==> src/rtl/fetch_pkg.sv <==
// Shared fetch-path definitions: datapath width, the NOP encoding and the
// {pc, inst} queue entry used by fetch_queue and fetch_fifo.
package fetch_pkg;

  localparam int unsigned XLEN = 32;

  // addi x0, x0, 0
  localparam logic [31:0] NOP = 32'h0000_0013;

  typedef struct packed {
    logic [XLEN-1:0] pc;
    logic [XLEN-1:0] inst;
  } fetch_entry_t;

endpackage

==> src/rtl/fetch_fifo.sv <==
// Synchronous FIFO holding fetched {pc, inst} entries. DEPTH must be a power
// of two so the pointers wrap naturally; flush has priority over push/pop.
module fetch_fifo
  import fetch_pkg::*;
#(
  parameter  int unsigned DEPTH  = 4,
  parameter  int unsigned DATA_W = $bits(fetch_entry_t),
  localparam int unsigned PTR_W  = $clog2(DEPTH),
  localparam int unsigned CNT_W  = $clog2(DEPTH + 1)
) (
  input  logic              clk,
  input  logic              rst_n,
  input  logic              flush_i,
  input  logic              push_i,
  input  logic [DATA_W-1:0] wdata_i,
  input  logic              pop_i,
  output logic [DATA_W-1:0] rdata_o,
  output logic [CNT_W-1:0]  count_o,
  output logic              full_o,
  output logic              empty_o
);

  logic [DATA_W-1:0] mem_q [DEPTH];
  logic [PTR_W-1:0]  wr_ptr_q, wr_ptr_d;
  logic [PTR_W-1:0]  rd_ptr_q, rd_ptr_d;
  logic [CNT_W-1:0]  count_q, count_d;
  logic              push_ok, pop_ok, mem_we;

  assign full_o  = (count_q == CNT_W'(DEPTH));
  assign empty_o = (count_q == '0);
  assign count_o = count_q;
  assign rdata_o = mem_q[rd_ptr_q];

  assign push_ok = push_i && !full_o;
  assign pop_ok  = pop_i && !empty_o;
  assign mem_we  = push_ok && !flush_i;

  // NOTE: combinational blocks use blocking '=' and assign every output a
  // default first, so no path can leave a value unassigned and infer a latch.
  always_comb begin
    wr_ptr_d = wr_ptr_q;
    rd_ptr_d = rd_ptr_q;
    count_d  = count_q;
    if (flush_i) begin
      wr_ptr_d = '0;
      rd_ptr_d = '0;
      count_d  = '0;
    end else begin
      if (push_ok) wr_ptr_d = wr_ptr_q + 1'b1;
      if (pop_ok)  rd_ptr_d = rd_ptr_q + 1'b1;
      unique case ({push_ok, pop_ok})
        2'b10:   count_d = count_q + 1'b1;
        2'b01:   count_d = count_q - 1'b1;
        default: count_d = count_q;
      endcase
    end
  end

  // NOTE: state registers use non-blocking '<=' so every flop samples the
  // values from before the edge, independent of statement order.
  always_ff @(posedge clk or negedge rst_n) begin
    if (!rst_n) begin
      wr_ptr_q <= '0;
      rd_ptr_q <= '0;
      count_q  <= '0;
    end else begin
      wr_ptr_q <= wr_ptr_d;
      rd_ptr_q <= rd_ptr_d;
      count_q  <= count_d;
    end
  end

  // NOTE: storage is deliberately not reset; an entry is only ever read
  // after it has been written, and leaving it out keeps it plain RAM.
  always_ff @(posedge clk) begin
    if (mem_we) mem_q[wr_ptr_q] <= wdata_i;
  end

endmodule

==> src/rtl/fetch_queue.sv <==
// Credit-based instruction fetch queue between the fetch unit and decode.
// Define FETCH_QUEUE_BYPASS_EN to forward a response straight out when empty.
module fetch_queue
  import fetch_pkg::*;
#(
  parameter int unsigned DEPTH = 4,
  parameter int unsigned XLEN  = fetch_pkg::XLEN
) (
  input  logic            clock,
  input  logic            reset,
  input  logic [XLEN-1:0] io_pc,
  input  logic            io_redirect,
  output logic            io_stall_en,
  output logic            io_imem_req,
  output logic [XLEN-1:0] io_imem_addr,
  input  logic [XLEN-1:0] io_imem_rdata,
  output logic            io_deq_valid,
  input  logic            io_deq_ready,
  output logic [XLEN-1:0] io_deq_pc,
  output logic [XLEN-1:0] io_deq_inst
);

  localparam int unsigned CNT_W = $clog2(DEPTH + 1);

  logic            run_q;
  logic            inflight_q, inflight_d;
  logic [XLEN-1:0] pc_q, pc_d;

  logic [CNT_W-1:0]  fifo_count;
  logic              fifo_full, fifo_empty;
  logic              fifo_push, fifo_pop;
  logic [2*XLEN-1:0] fifo_rdata;
  logic [CNT_W:0]    credit_used;
  logic              resp_valid;
  logic              deq_valid;
  logic [XLEN-1:0]   head_pc, head_inst;

  // Outstanding responses are pre-charged against free slots so a response
  // can always be written when it arrives.
  assign credit_used  = {1'b0, fifo_count} + {{CNT_W{1'b0}}, inflight_q};
  assign io_stall_en  = (credit_used >= (CNT_W + 1)'(DEPTH));
  assign io_imem_req  = run_q && !io_stall_en && !io_redirect;
  assign io_imem_addr = io_pc;

  assign resp_valid = inflight_q && !io_redirect;
  assign inflight_d = io_imem_req;
  assign pc_d       = io_imem_req ? io_pc : pc_q;

  always_comb begin
    deq_valid = 1'b0;
    head_pc   = fifo_rdata[2*XLEN-1:XLEN];
    head_inst = fifo_rdata[XLEN-1:0];
    fifo_push = resp_valid && !fifo_full;
    if (!io_redirect) begin
      if (!fifo_empty) begin
        deq_valid = 1'b1;
`ifdef FETCH_QUEUE_BYPASS_EN
      end else if (resp_valid) begin
        deq_valid = 1'b1;
        head_pc   = pc_q;
        head_inst = io_imem_rdata;
        fifo_push = !io_deq_ready;
`endif
      end
    end
    fifo_pop = deq_valid && io_deq_ready && !fifo_empty;
  end

  assign io_deq_valid = deq_valid;
  assign io_deq_pc    = deq_valid ? head_pc : '0;
  assign io_deq_inst  = deq_valid ? head_inst : XLEN'(NOP);

  // run_q keeps the request strobe low until the first edge after reset.
  always_ff @(posedge clock or negedge reset) begin
    if (!reset) begin
      run_q      <= 1'b0;
      inflight_q <= 1'b0;
      pc_q       <= '0;
    end else begin
      run_q      <= 1'b1;
      inflight_q <= inflight_d;
      pc_q       <= pc_d;
    end
  end

  fetch_fifo #(
    .DEPTH (DEPTH),
    .DATA_W(2 * XLEN)
  ) u_fifo (
    .clk    (clock),
    .rst_n  (reset),
    .flush_i(io_redirect),
    .push_i (fifo_push),
    .wdata_i({pc_q, io_imem_rdata}),
    .pop_i  (fifo_pop),
    .rdata_o(fifo_rdata),
    .count_o(fifo_count),
    .full_o (fifo_full),
    .empty_o(fifo_empty)
  );

endmodule
==> config.mk <==
export PLATFORM = sky130hd
export DESIGN_NAME = fetch_queue
export DESIGN_NICKNAME = d
export VERILOG_FILES = /design/src/rtl/fetch_pkg.sv /design/src/rtl/fetch_fifo.sv /design/src/rtl/fetch_queue.sv
export SDC_FILE = /design/constraint.sdc
export NUM_CORES = 1
export LEC_CHECK = 0
export BUFFER_PORTS_ARGS = -buffer_cell sky130_fd_sc_hd__buf_2
export CAP_MARGIN = 20
export CORE_UTILIZATION = 56
export CTS_BUF_LIST = sky130_fd_sc_hd__clkbuf_8
export DETAILED_ROUTE_END_ITERATION = 16
export PLACE_DENSITY = 0.8
export SYNTH_ARGS = -nofsm -noshare
export SYNTH_HDL_FRONTEND = slang
export SYNTH_SLANG_ARGS = --single-unit
==> constraint.sdc <==
create_clock -name clock -period 3.5 [get_ports clock]
set_clock_uncertainty 0.2 [all_clocks]
set_input_delay 0.7 -clock clock [delete_from_list [all_inputs] [get_ports clock]]
set_output_delay 0.7 -clock clock [all_outputs]
set_load 0.02 [all_outputs]
==> results of run 1 <==
layer usage:
| layer | vias to the layer above | global-route usage |
|---|---|---|
| li1 | 2522 | - |
| met1 | 2933 | 0.257 |
| met2 | 232 | 0.349 |
| met3 | 38 | 0.0537 |
| met4 | 4 | 0.0603 |
| met5 | - | 0 |
worst reg2reg max path, cell delays in order (launching register included):
cell	delay (ns)
dfrtp_1	0.46
or3_1	0.42
nand2b_1	0.20
a21oi_1	0.08
fa_1	0.41
a2111oi_2	0.23
a41oi_1	0.10
mux2_1	0.34
state kept, by name (all words and copies together) (netlist names):
register / cells
pc_q: 32
u_fifo.mem_q: 256
u_fifo.count_o: 3
u_fifo.wr_ptr_q: 2
u_fifo.rd_ptr_q: 2
run_q: 1
inflight_q: 1
cell families after synthesis:
logic type | Yosys count | share of synthesized area
flip-flops | 297 | 0.741
AO/OA/AOI/OAI | 8 | 0.00489
multiplexers | 99 | 0.165
other | 1 | 0.000319
adder cells (fa/ha/maj) | 5 | 0.00596
XOR/XNOR | 3 | 0.00223
buffers and inverters | 61 | 0.0351
AND/OR/NAND/NOR | 88 | 0.0453
Yosys cell counts (2+ instances only):
master    number
mux2_2         4
clkbuf_1      13
xnor2_1        3
edfxtp_1     256
buf_4         33
dfrtp_1       41
inv_1          3
nand2b_1       4
nor2b_1        2
or3_1          4
o21ai_0        2
nand2_1        4
nor2_1         5
a21oi_1        3
buf_12         2
mux2_4        29
buf_2          7
mux4_2        64
and2_1        65
ha_1           4
cell type report:
class / count / area [µm²] / area share
Sequential cell: 297 / 8720 / 0.642
Multi-Input combinational cell: 204 / 2660 / 0.196
Timing Repair Buffer: 180 / 1040 / 0.0764
Clock buffer: 45 / 619 / 0.0456
Tap cell: 270 / 338 / 0.0249
Clock inverter: 36 / 200 / 0.0147
Inverter: 3 / 11.3 / 0.000829
Antenna cell: 1 / 2.50 / 0.000184
worst max path at each step:
stage               cells past startpoint                  to  slack [ns]
CTS                                     5     io_deq_inst[13]        0.02
floorplan                               3  u_fifo.mem_q[0][0]        0.30
detailed placement                      4     io_deq_inst[21]        0.50
global placement                        4     io_deq_inst[17]        0.54
global route                            4     io_deq_inst[25]        0.07
finish                                  4     io_deq_inst[21]        0.19
layout by cell type (no fill, tap or decap), types with 2 or more instances in the layout:
master and instances:
buf_4 5, or3_1 4, nand2_1 4, a21oi_1 3, o21ai_0 2, and2_1 61
mux4_2 64, nand2b_1 4, buf_2 166, clkbuf_8 45, ha_1 4, clkinv_1 11
nor2_1 4, edfxtp_1 256, clkinv_2 10, and2_4 4, mux2_2 4, mux2_4 29
xnor2_1 3, nor2b_1 2, bufinv_16 2, dfrtp_1 39, buf_12 8, dfrtp_4 2
inv_1 16
repair_timing:
| action | in CTS | in global routing |
|---|---|---|
| setup endpoints to repair | 37 | 48 |
| endpoints found under the hold margin | 0 | 15 |
| gates resized for setup | 0 | 1 |
| hold buffers | 0 | 1 |
| setup buffers | 1 | 0 |
per-stage QoR:
stage,std cells,utilization,setup slack [ns]
floorplan,562,-,0.304
global placement,951,0.622,0.537
detailed placement,951,0.622,0.495
CTS,1033,0.663,0.0162
global route,1035,0.665,0.0732
finish,1036,0.665,0.190
power by group through the flow:
stage | registers [mW] | clock network (mW) | logic (mW)
2_1_floorplan | 4.23 | 0 | 0.791
3_3_place_gp | 4.30 | 0 | 0.997
3_5_place_dp | 4.33 | 0 | 1.02
4_1_cts | 4.24 | 2.64 | 1.06
5_1_grt | 4.26 | 2.79 | 1.12
6_report | 4.24 | 2.58 | 1.04
==> impl_summary.md, run 1 <==
Run status
The flow ran to the end, and the final reports show no timing, DRC or antenna violations.

Pwr
The sequential fraction of design power is 0.540. The reported net switching power is 1.91 mW. The clock group share of total power is 0.328.

In this run the power density over the cells is 579 nW/µm². The internal power of the cells is 5.95 mW. The share of total power dissipated in combinational logic is 0.133.

Across the VDD grid, the largest voltage drop is 0.444 mV. For this design the static power due to leakage is 5.05 nW. Of the total power, the share spent switching nets is 0.243. Summing internal, switching and leakage power gives 7.86 mW.

Synthesis
In the synthesized netlist the async set-or-reset flop fraction comes to 0.138. The part of the Yosys area used for sequential elements is 0.741. The number of different library cells used by synthesis comes to 34.

In this run, synthesis inferred 256 flip-flops with an integrated enable. The synthesized area per cell is 20.9 µm². edfxtp_1 takes more of the synthesized area than any other cell.

In the post-synthesis netlist, the biggest area contributors are edfxtp_1 65%, mux4_2 12%, dfrtp_1 8.7%. Summing every instance area after synthesis gives 11800 µm². The count of warnings emitted by yosys is 0. Counting every net in the synthesized netlist gives 635. Of the post-synthesis cell area, the dominant cell type holds 0.654. The flip-flop and latch count after synthesis is 297.

The top flip-flop cell by instance count after synthesis is edfxtp_1. The synthesized instance count is 562.

Floorplanning
The overall die width is 147 µm. During I/O placement, the number of pins put on the boundary was 167. The floorplan row count is 52. The total area inside the core boundary comes to 20400 µm². The overall die area is 21600 µm². The initial cell density of the core is 0.576.

The vertical extent of the die is 147 µm.

Global routing
The residual overflow from global routing is 0. The global-route usage over all layers is 0.204. The first global-routing pass estimated 32900 µm of wire. The maximum number of pins on one net before global-route repair is 42. The initial antenna violation count is 2. The via count of the first global-routing pass is 6089.

Clocking
The number of buffers inserted during clock tree synthesis is 45. The count of clock tree sinks is 297. The clock insertion delay at the later pin of the skew report is 0.53 ns. Clock-pin slew was measured on the worst setup and hold paths at 0.07 ns. The TritonCTS clock tree is done.

The number of buffers between clock root and the deepest sink is 3. The H-tree level count is 2. The cell chosen for the clock root is clkbuf_8.

STA
The worst path in the final design needs a cycle of 3.31 ns, including I/O delays and setup. For the final routed database, the setup TNS stands at 0 ns. The number of hold violations in the final report is 0. The count of pins over their slew limit is 0. Of the available clock period, the critical path in the final layout requires 0.946.

The worst-margin pin slew is 0.648 ns. The final-layout worst hold slack is 0.180 ns. The fmax is 0.302 GHz. In this run the tightest slew margin relative to its limit is 0.568. Setup repair after global routing left no endpoint under its margin. Setup violations remaining at the end of the flow were counted as 0.

Detailed routing
After detailed routing, the average wire length per cell comes to 20.4 µm. The detailed router put a total of 8270 µm of wire on met1. In the routed design, unresolved DRC markers number 0. The violation count after the first detailed-route iteration is 362. The routed design has 21100 µm of wire.

The detailed-router iteration count before antenna repair is 4. The wire length on met3 is 1620 µm. The post-route antenna net violation count is 0.

The highest metal layer with signal wires is met5. Summed over all nets, wire length on met2 after detailed routing comes to 10800 µm. The routed layout has 5729 vias.

The via density per instance is 5.53.

Layout
The fill cell instance count of the final layout is 1383. From synthesis to final layout, the design area changed by 15.5%. The post-route cell area is 13600 µm².

The share of cells above drive strength 1 is 0.450. For this run, the post-layout net count is 804.

Worst setup path
The largest stage delay on the critical path is 0.69 ns. The launching point of the worst reg2reg path is u_fifo.count_o[1]. The required time reported for the critical path endpoint is 2.60 ns.

The worst flop-to-flop path endpoint is u_fifo.count_o[2]. The critical path in this run is classified as reg -> out. The setup slack on the worst flop-to-flop path is 0.95 ns. The cell with the largest stage delay on the worst path is dfrtp_4.

The number of cell instances on the worst register-to-register path is 7. The kind of cell with the highest combined delay on the critical path is flip-flops. STA classifies the critical path endpoint as an output port. The most critical setup path has its startpoint at u_fifo.rd_ptr_q[0]. Traced cell by cell, the critical path runs through buf_4 -> mux4_2 -> and2_1 -> buf_2.

STA classifies the critical path startpoint as a register. In this run the worst path has a maximum fanout of 17. At the worst endpoint, the arrival time is 2.41 ns. The number of buffer and inverter instances along the worst setup path is 2.

Hold path
The worst hold path begins at io_imem_rdata[24]. The min-delay analysis places its worst path in the category in -> reg. The number of cells on the worst hold path is 1. The worst hold path terminates at u_fifo.mem_q[0][24].

Placed design
The routability congestion estimate from global placement is 0.729. In this run the cell area measured after placement is 12700 µm². Detailed placement finished with a half-perimeter wire length of 12800 µm. The count of buffers added on input and output ports is 166.

Flow run
The max capacitance violation total is 0.
Power figures use the tool's default switching activity.
==> inputs of run 2 (changes only) <==
--- a/config.mk
+++ b/config.mk
@@ -10,7 +10,9 @@
 export CORE_UTILIZATION = 56
 export CTS_BUF_LIST = sky130_fd_sc_hd__clkbuf_8
 export DETAILED_ROUTE_END_ITERATION = 16
+export MAX_ROUTING_LAYER = met4
 export PLACE_DENSITY = 0.8
+export SLEW_MARGIN = 0
 export SYNTH_ARGS = -nofsm -noshare
 export SYNTH_HDL_FRONTEND = slang
 export SYNTH_SLANG_ARGS = --single-unit
==> run 2 against run 1 <==
- first-iteration DRC count is 1.4% lower
- cell count is 0.19% higher
- utilization hardly changed
- non-clock buffer count stayed put
- hold slack worse by 0.0028 ns
- maximum frequency hardly changed
- critical path depth stayed put
- critical endpoint unchanged
- largest power group unchanged
- largest cell class unchanged
==> impl_summary.md, run 2 (synthesized netlist as in run 1, its figures left out) <==
Floorplanning
The placeable core region is 20400 µm². The overall die area is 21600 µm². For this design the top-level I/O count stands at 167. The vertical extent of the die is 147 µm.

The initial cell density of the core is 0.576. The initialized floorplan defines 52 standard-cell rows. The overall die width is 147 µm.

Clocking
The cell chosen for the clock root is clkbuf_8. The TritonCTS clock tree is done. The H-tree level count is 2. The count of clock tree sinks is 297. The clock insertion delay at the later pin of the skew report is 0.54 ns. The clock transition at the registers of the reported paths is 0.07 ns. The number of buffers between clock root and the deepest sink is 3. The number of clock buffers added by TritonCTS is 45.

Layout
The most common cell after layout, fill and taps aside is edfxtp_1. The number of nets in the final layout is 804. Excluding fillers, the count of instances in the completed layout stands at 1038.

The share of cells above drive strength 1 is 0.450. The finished cells cover 13600 µm². The flip-flop count of the largest register, all copies and words added is 256. Leaving out fill and tap cells, the most frequent cells in the layout are 256 x edfxtp_1, 166 x buf_2, 64 x mux4_2, 61 x and2_1, 45 x clkbuf_8. The register with the most flip-flops is u_fifo.mem_q. The layout has 1383 filler cells. The synthesis-to-finish area growth is 15.6%.

Global routing
The total overflow left after global routing is 0. The first-pass GRT wire length is 32900 µm. The initial antenna violation count is 2. The maximum number of pins on one net before global-route repair is 42. The via count of the first global-routing pass came to 6086. Across every metal layer, demand over resource in global routing totals 0.210. For met1 alone, demand over resource in global routing was 0.257. The global routing met3 resource utilization is 0.0531. The global-route track usage on met2 is 0.350. In this run the most used layer during global routing was met2.

Pwr
Internal power comes to 5.95 mW. For this design the ratio of total power to cell area is 579 nW/µm². The peak ir drop on the vdd network is 0.445 mV. The share of total power dissipated in sequential elements is 0.539. The switching share of power is 0.243. The clock group share of total power is 0.328.

For this design the total switching power over the nets is 1.91 mW. Of the total power, combinational logic draws 0.133. Summed over all cells, the static leakage comes to 5.05 nW.

Detailed routing
The post-route antenna net violation count is 0. Dividing the detail-routed wire length by the instance count gives 20.3 µm. The total detailed-routing wirelength is 21100 µm. For this run, design rule violations remaining after detail routing come to 0. Summing over every cut layer, the via total after detailed routing is 5679.

The violation count after the first detailed-route iteration is 357. The first TritonRoute pass finished after 4 iterations. After detailed routing, the number of vias per cell comes to 5.47.

Worst setup path
The cell with the largest stage delay on the worst path is dfrtp_4. The most critical setup path has its startpoint at u_fifo.rd_ptr_q[0]. The startpoint-to-endpoint class of the critical path is reg -> out. The required time reported for the critical path endpoint is 2.60 ns. The signal on the critical path passes through buf_4 -> mux4_2 -> and2_1 -> buf_2. The kind of cell with the highest combined delay on the critical path is flip-flops. The worst setup path is launched from a register. Counting both buffers and inverters, the worst setup path holds a total of 2.

The startpoint identified for the worst register-to-register timing path is u_fifo.count_o[1]. The worst endpoint data arrival time is 2.41 ns. The largest fanout on the critical path is 17. The endpoint class of the critical path is an output port. The largest stage delay on the critical path is 0.68 ns.

Placed design
In this run, placement finished with an instance count of 951. The placed instances occupy a cell area of 12700 µm². At the end of routability-driven placement, the weighted congestion stood at 0.738. The half-perimeter wire length after detailed placement is 12800 µm. The quantity of I/O buffers inserted on ports is 166.

STA
The headroom to the max-slew limit is 0.573. The total setup violations reported at the end of the flow is 0. The fmax is 0.302 GHz. Setup repair after global routing left no endpoint under its margin. The time the final worst path needs with I/O delays and setup is 3.31 ns. The count of pins over their slew limit is 0. The final total negative setup slack is 0 ns. The number of hold violations in the final report was 0.

The worst-margin pin slew is 0.641 ns. The post-route fraction of the period consumed by the critical path is 0.947.

Hold path
The worst min-delay path class is in -> reg. In this run the most critical hold path is launched from io_imem_rdata[26].

Run status
The run finished with clean final reports.

Flow run
The max capacitance violation total is 0.
-- run 2: metal layers --
layer  wire (µm)  vias up  share of wire
met5           0        -              0
met4         365        0          0.017
met3        1560       34          0.074
met2       10900      217           0.52
met1        8250     2906           0.39
li1            -     2522              -
-- run 2: final cells by class --
| class | count | area [µm²] | share of cell area |
|---|---|---|---|
| timing repair buffer | 180 | 1040 | 0.0764 |
| sequential | 297 | 8720 | 0.642 |
| clock inverter | 36 | 200 | 0.0147 |
| inverter | 3 | 11.3 | 0.000828 |
| clock buffer | 45 | 619 | 0.0456 |
| antenna | 3 | 7.51 | 0.000552 |
| multi-input combinational | 204 | 2660 | 0.195 |
| tap | 270 | 338 | 0.0249 |
-- run 2: repair_timing --
item,4_1_cts,5_1_grt
buffers inserted,1,0
endpoints found under the hold margin,0,15
hold buffers,0,1
cloned,0,0
gates resized for setup,0,1
endpoints found under the setup margin,37,48
-- run 2: path summary, 6_finish.rpt --
check,endpoint,slack [ns],depth (start not counted)
max,io_deq_inst[21],0.19,4
min reg2reg,u_fifo.mem_q[3][63],0.32,0
min,u_fifo.mem_q[3][26],0.18,1
max in group asynchronous,u_fifo.rd_ptr_q[1],2.17,3
max reg2reg,u_fifo.count_o[2],0.96,7
min in group asynchronous,pc_q[10],0.42,2
-- run 2: worst reg2reg max path, cell delays in order, from the launching register on --
cell and delay [ns]:
dfrtp_1 0.46, or3_1 0.41, nand2b_1 0.20, a21oi_1 0.08, fa_1 0.41, a2111oi_2 0.23, a41oi_1 0.10, mux2_1 0.34
-- run 2: per-stage QoR --
stage	hold slack, ns	setup WS (ns)	power [mW]	util
finish	0.177	0.187	7.87	0.665
global placement	0.292	0.537	5.30	0.622
CTS	0.142	0.0162	7.94	0.663
detailed placement	0.310	0.495	5.35	0.622
global route	0.157	0.0732	8.18	0.665
floorplan	0.204	0.304	5.02	-
-- run 2: power groups by stage --
| stage | sequential (mW) | combinational (mW) | clock (mW) |
|---|---|---|---|
| after floorplan | 4.23 | 0.791 | 0 |
| after global placement | 4.30 | 0.997 | 0 |
| after detailed placement | 4.33 | 1.02 | 0 |
| after CTS | 4.24 | 1.06 | 2.64 |
| after global routing | 4.26 | 1.12 | 2.79 |
| final | 4.24 | 1.04 | 2.58 |
==> inputs of run 3 (changes only) <==
==> constraint.sdc (replaced) <==
create_clock -name clock -period 3.7 [get_ports clock]
set_clock_uncertainty 0.2 [all_clocks]
set_input_delay 0.74 -clock clock [delete_from_list [all_inputs] [get_ports clock]]
set_output_delay 0.74 -clock clock [all_outputs]
set_load 0.02 [all_outputs]
==> run 3 against run 2 <==
- first-iteration DRC count shrank 4.5%
- hold slack gained 0.024 ns
- sequential power decreased by 5.4%
- cell count unchanged
==> impl_summary.md, run 3 (synthesized netlist as in run 1, its figures left out) <==
Pwr
Across the VDD grid, the largest voltage drop is 0.362 mV. The cell leakage power is 5.04 nW. The ratio of total power to cell area is 540 nW/µm².

Clocking
The clock transition at the registers of the reported paths is 0.06 ns. TritonCTS built the clock tree. The number of buffers between clock root and the deepest sink is 3. The H-tree was split into 2 levels.

The count of clock tree sinks is 297. The cell chosen for the clock root is clkbuf_8. Buffers inserted during clock tree synthesis total 45. The clock reaches the later pin of the worst-skew pair after 0.55 ns.

Detailed routing
The total detailed-routing wirelength is 21300 µm. Using the TritonRoute via totals, the vias-per-cell ratio works out to 5.53. The wire length per cell after detailed routing is 20.5 µm. The detailed-router iteration count before antenna repair is 5. Once detail routing completed, the nets flagged for antenna violations numbered 0. The violation count after the first detailed-route iteration is 341. The detailed router placed 5738 vias in this run. After detailed routing, the number of remaining DRC violations is 0.

STA
The time the final worst path needs with I/O delays and setup is 3.49 ns. The fmax is 0.287 GHz. For the final routed database, the setup TNS stands at 0 ns. Setup violations remaining at the end of the flow were counted as 0. The worst-margin pin slew is 0.850 ns. The number of hold violations in the final report is 0. The count of pins over their slew limit came to 0.

The headroom to the max-slew limit is 0.429. Final hold analysis gives a worst-case slack of 0.201 ns. Setup repair after global routing left no endpoint under its margin. Dividing the final minimum period by the clock period gives 0.943.

Layout
In the layout the commonest cells are 256 x edfxtp_1, 166 x buf_2, 64 x mux4_2, 61 x and2_1, 47 x clkbuf_8. Once layout is complete, the utilization of the core stands at 0.664. The number of nets in the final layout is 807. Compared with the post-synthesis result, the final layout area differs by 15.3%. The flip-flop count of the largest register, all copies and words added is 256. Leaving out fill and tap cells, the most frequent cell in the layout is edfxtp_1. Of the cells placed in the final design, the portion with a size suffix greater than 1 is 0.445. The number of standard cells in the final layout excluding fillers is 1038. Counting flops per register, the top entry is u_fifo.mem_q. The post-route cell area is 13600 µm².

Worst setup path
The worst setup path is captured at an output port. The startpoint-to-endpoint class of the critical path is reg -> out. The required time reported for the critical path endpoint is 2.76 ns. In this run the worst path has a maximum fanout of 21. STA classifies the critical path startpoint as a register. At the worst endpoint, the arrival time is 2.55 ns.

Placed design
The quantity of I/O buffers inserted on ports is 166. Counting tap cells, the placed design contains a total of 954 instances. The half-perimeter wire length after detailed placement is 13000 µm. The post-place instance area is 12700 µm².

The routability congestion estimate from global placement is 0.768.

Global routing
The via count of the first global-routing pass is 6159. The maximum number of pins on one net before global-route repair is 42. Global routing finished with a remaining overflow of 0. The initial antenna violation count is 0. The first-pass GRT wire length is 33400 µm. The global-route usage over all layers is 0.212.

Hold path
The worst min-delay path class is in -> reg.

Floorplanning
The region available for standard cell placement spans 20400 µm². The top-level port count is 167. Row generation in the floorplan step produced 52 rows. The overall die area is 21600 µm². The vertical extent of the die is 147 µm. The die is 147 µm wide. The initial cell density of the core is 0.576.

Run status
The run finished with clean final reports.

Flow run
The max capacitance violation total is 0.
run 3: final timing paths:
path,depth (start not counted),slack (ns),endpoint,startpoint
setup / recovery,5,0.21,io_deq_pc[12],u_fifo.count_o[1]
max in group asynchronous,3,2.23,u_fifo.rd_ptr_q[1],reset
hold / removal,1,0.20,u_fifo.mem_q[1][1],io_imem_rdata[1]
setup reg to reg,7,1.12,u_fifo.count_o[2],u_fifo.count_o[1]
hold reg to reg,0,0.32,u_fifo.mem_q[3][45],pc_q[13]
min in group asynchronous,2,0.50,pc_q[12],reset
run 3: layout make-up:
| type | instances | area, µm² |
|---|---|---|
| Sequential cell | 297 | 8720 |
| Fill cell | 1382 | 6870 |
| Multi-Input combinational cell | 204 | 2650 |
| Timing Repair Buffer | 183 | 1060 |
| Clock buffer | 47 | 647 |
| Tap cell | 270 | 338 |
| Clock inverter | 33 | 133 |
| Inverter | 3 | 11.3 |
| Antenna cell | 1 | 2.50 |
run 3: power by group:
| group | internal, mW | total, mW | switching (mW) |
|---|---|---|---|
| combinational | 0.499 | 0.992 | 0.493 |
| clock | 1.17 | 2.33 | 1.15 |
| sequential | 3.86 | 4.01 | 0.149 |
| total | 5.53 | 7.32 | 1.80 |
run 3: what timing repair did:
action                     4_1_cts  5_1_grt
hold endpoints to repair         0       17
resized for setup                0        0
setup endpoints to repair        0       11
hold buffers                     0        1
setup buffers                    0        1
run 3: per-stage QoR:
stage / setup WS [ns] / power (mW)
final: 0.210 / 7.32
after global routing: 0.102 / 7.62
after CTS: 0.0415 / 7.39
after detailed placement: 0.630 / 5.07
after global placement: 0.652 / 5.03
after floorplan: 0.464 / 4.75
run 3: metal layers:
metal  GRT usage  vias up  part of all wire
met5           -        -                 0
met4      0.0634        0             0.016
met3      0.0385       28             0.059
met2       0.349      210              0.51
met1       0.272     2966              0.41
li1            -     2534                 -
run 3: critical path, stage by stage (launching register included):
cell and delay, ns:
dfrtp_1 0.45, nor3_1 0.73, nor2_4 0.18, buf_4 0.28, and2_1 0.20, buf_2 0.17
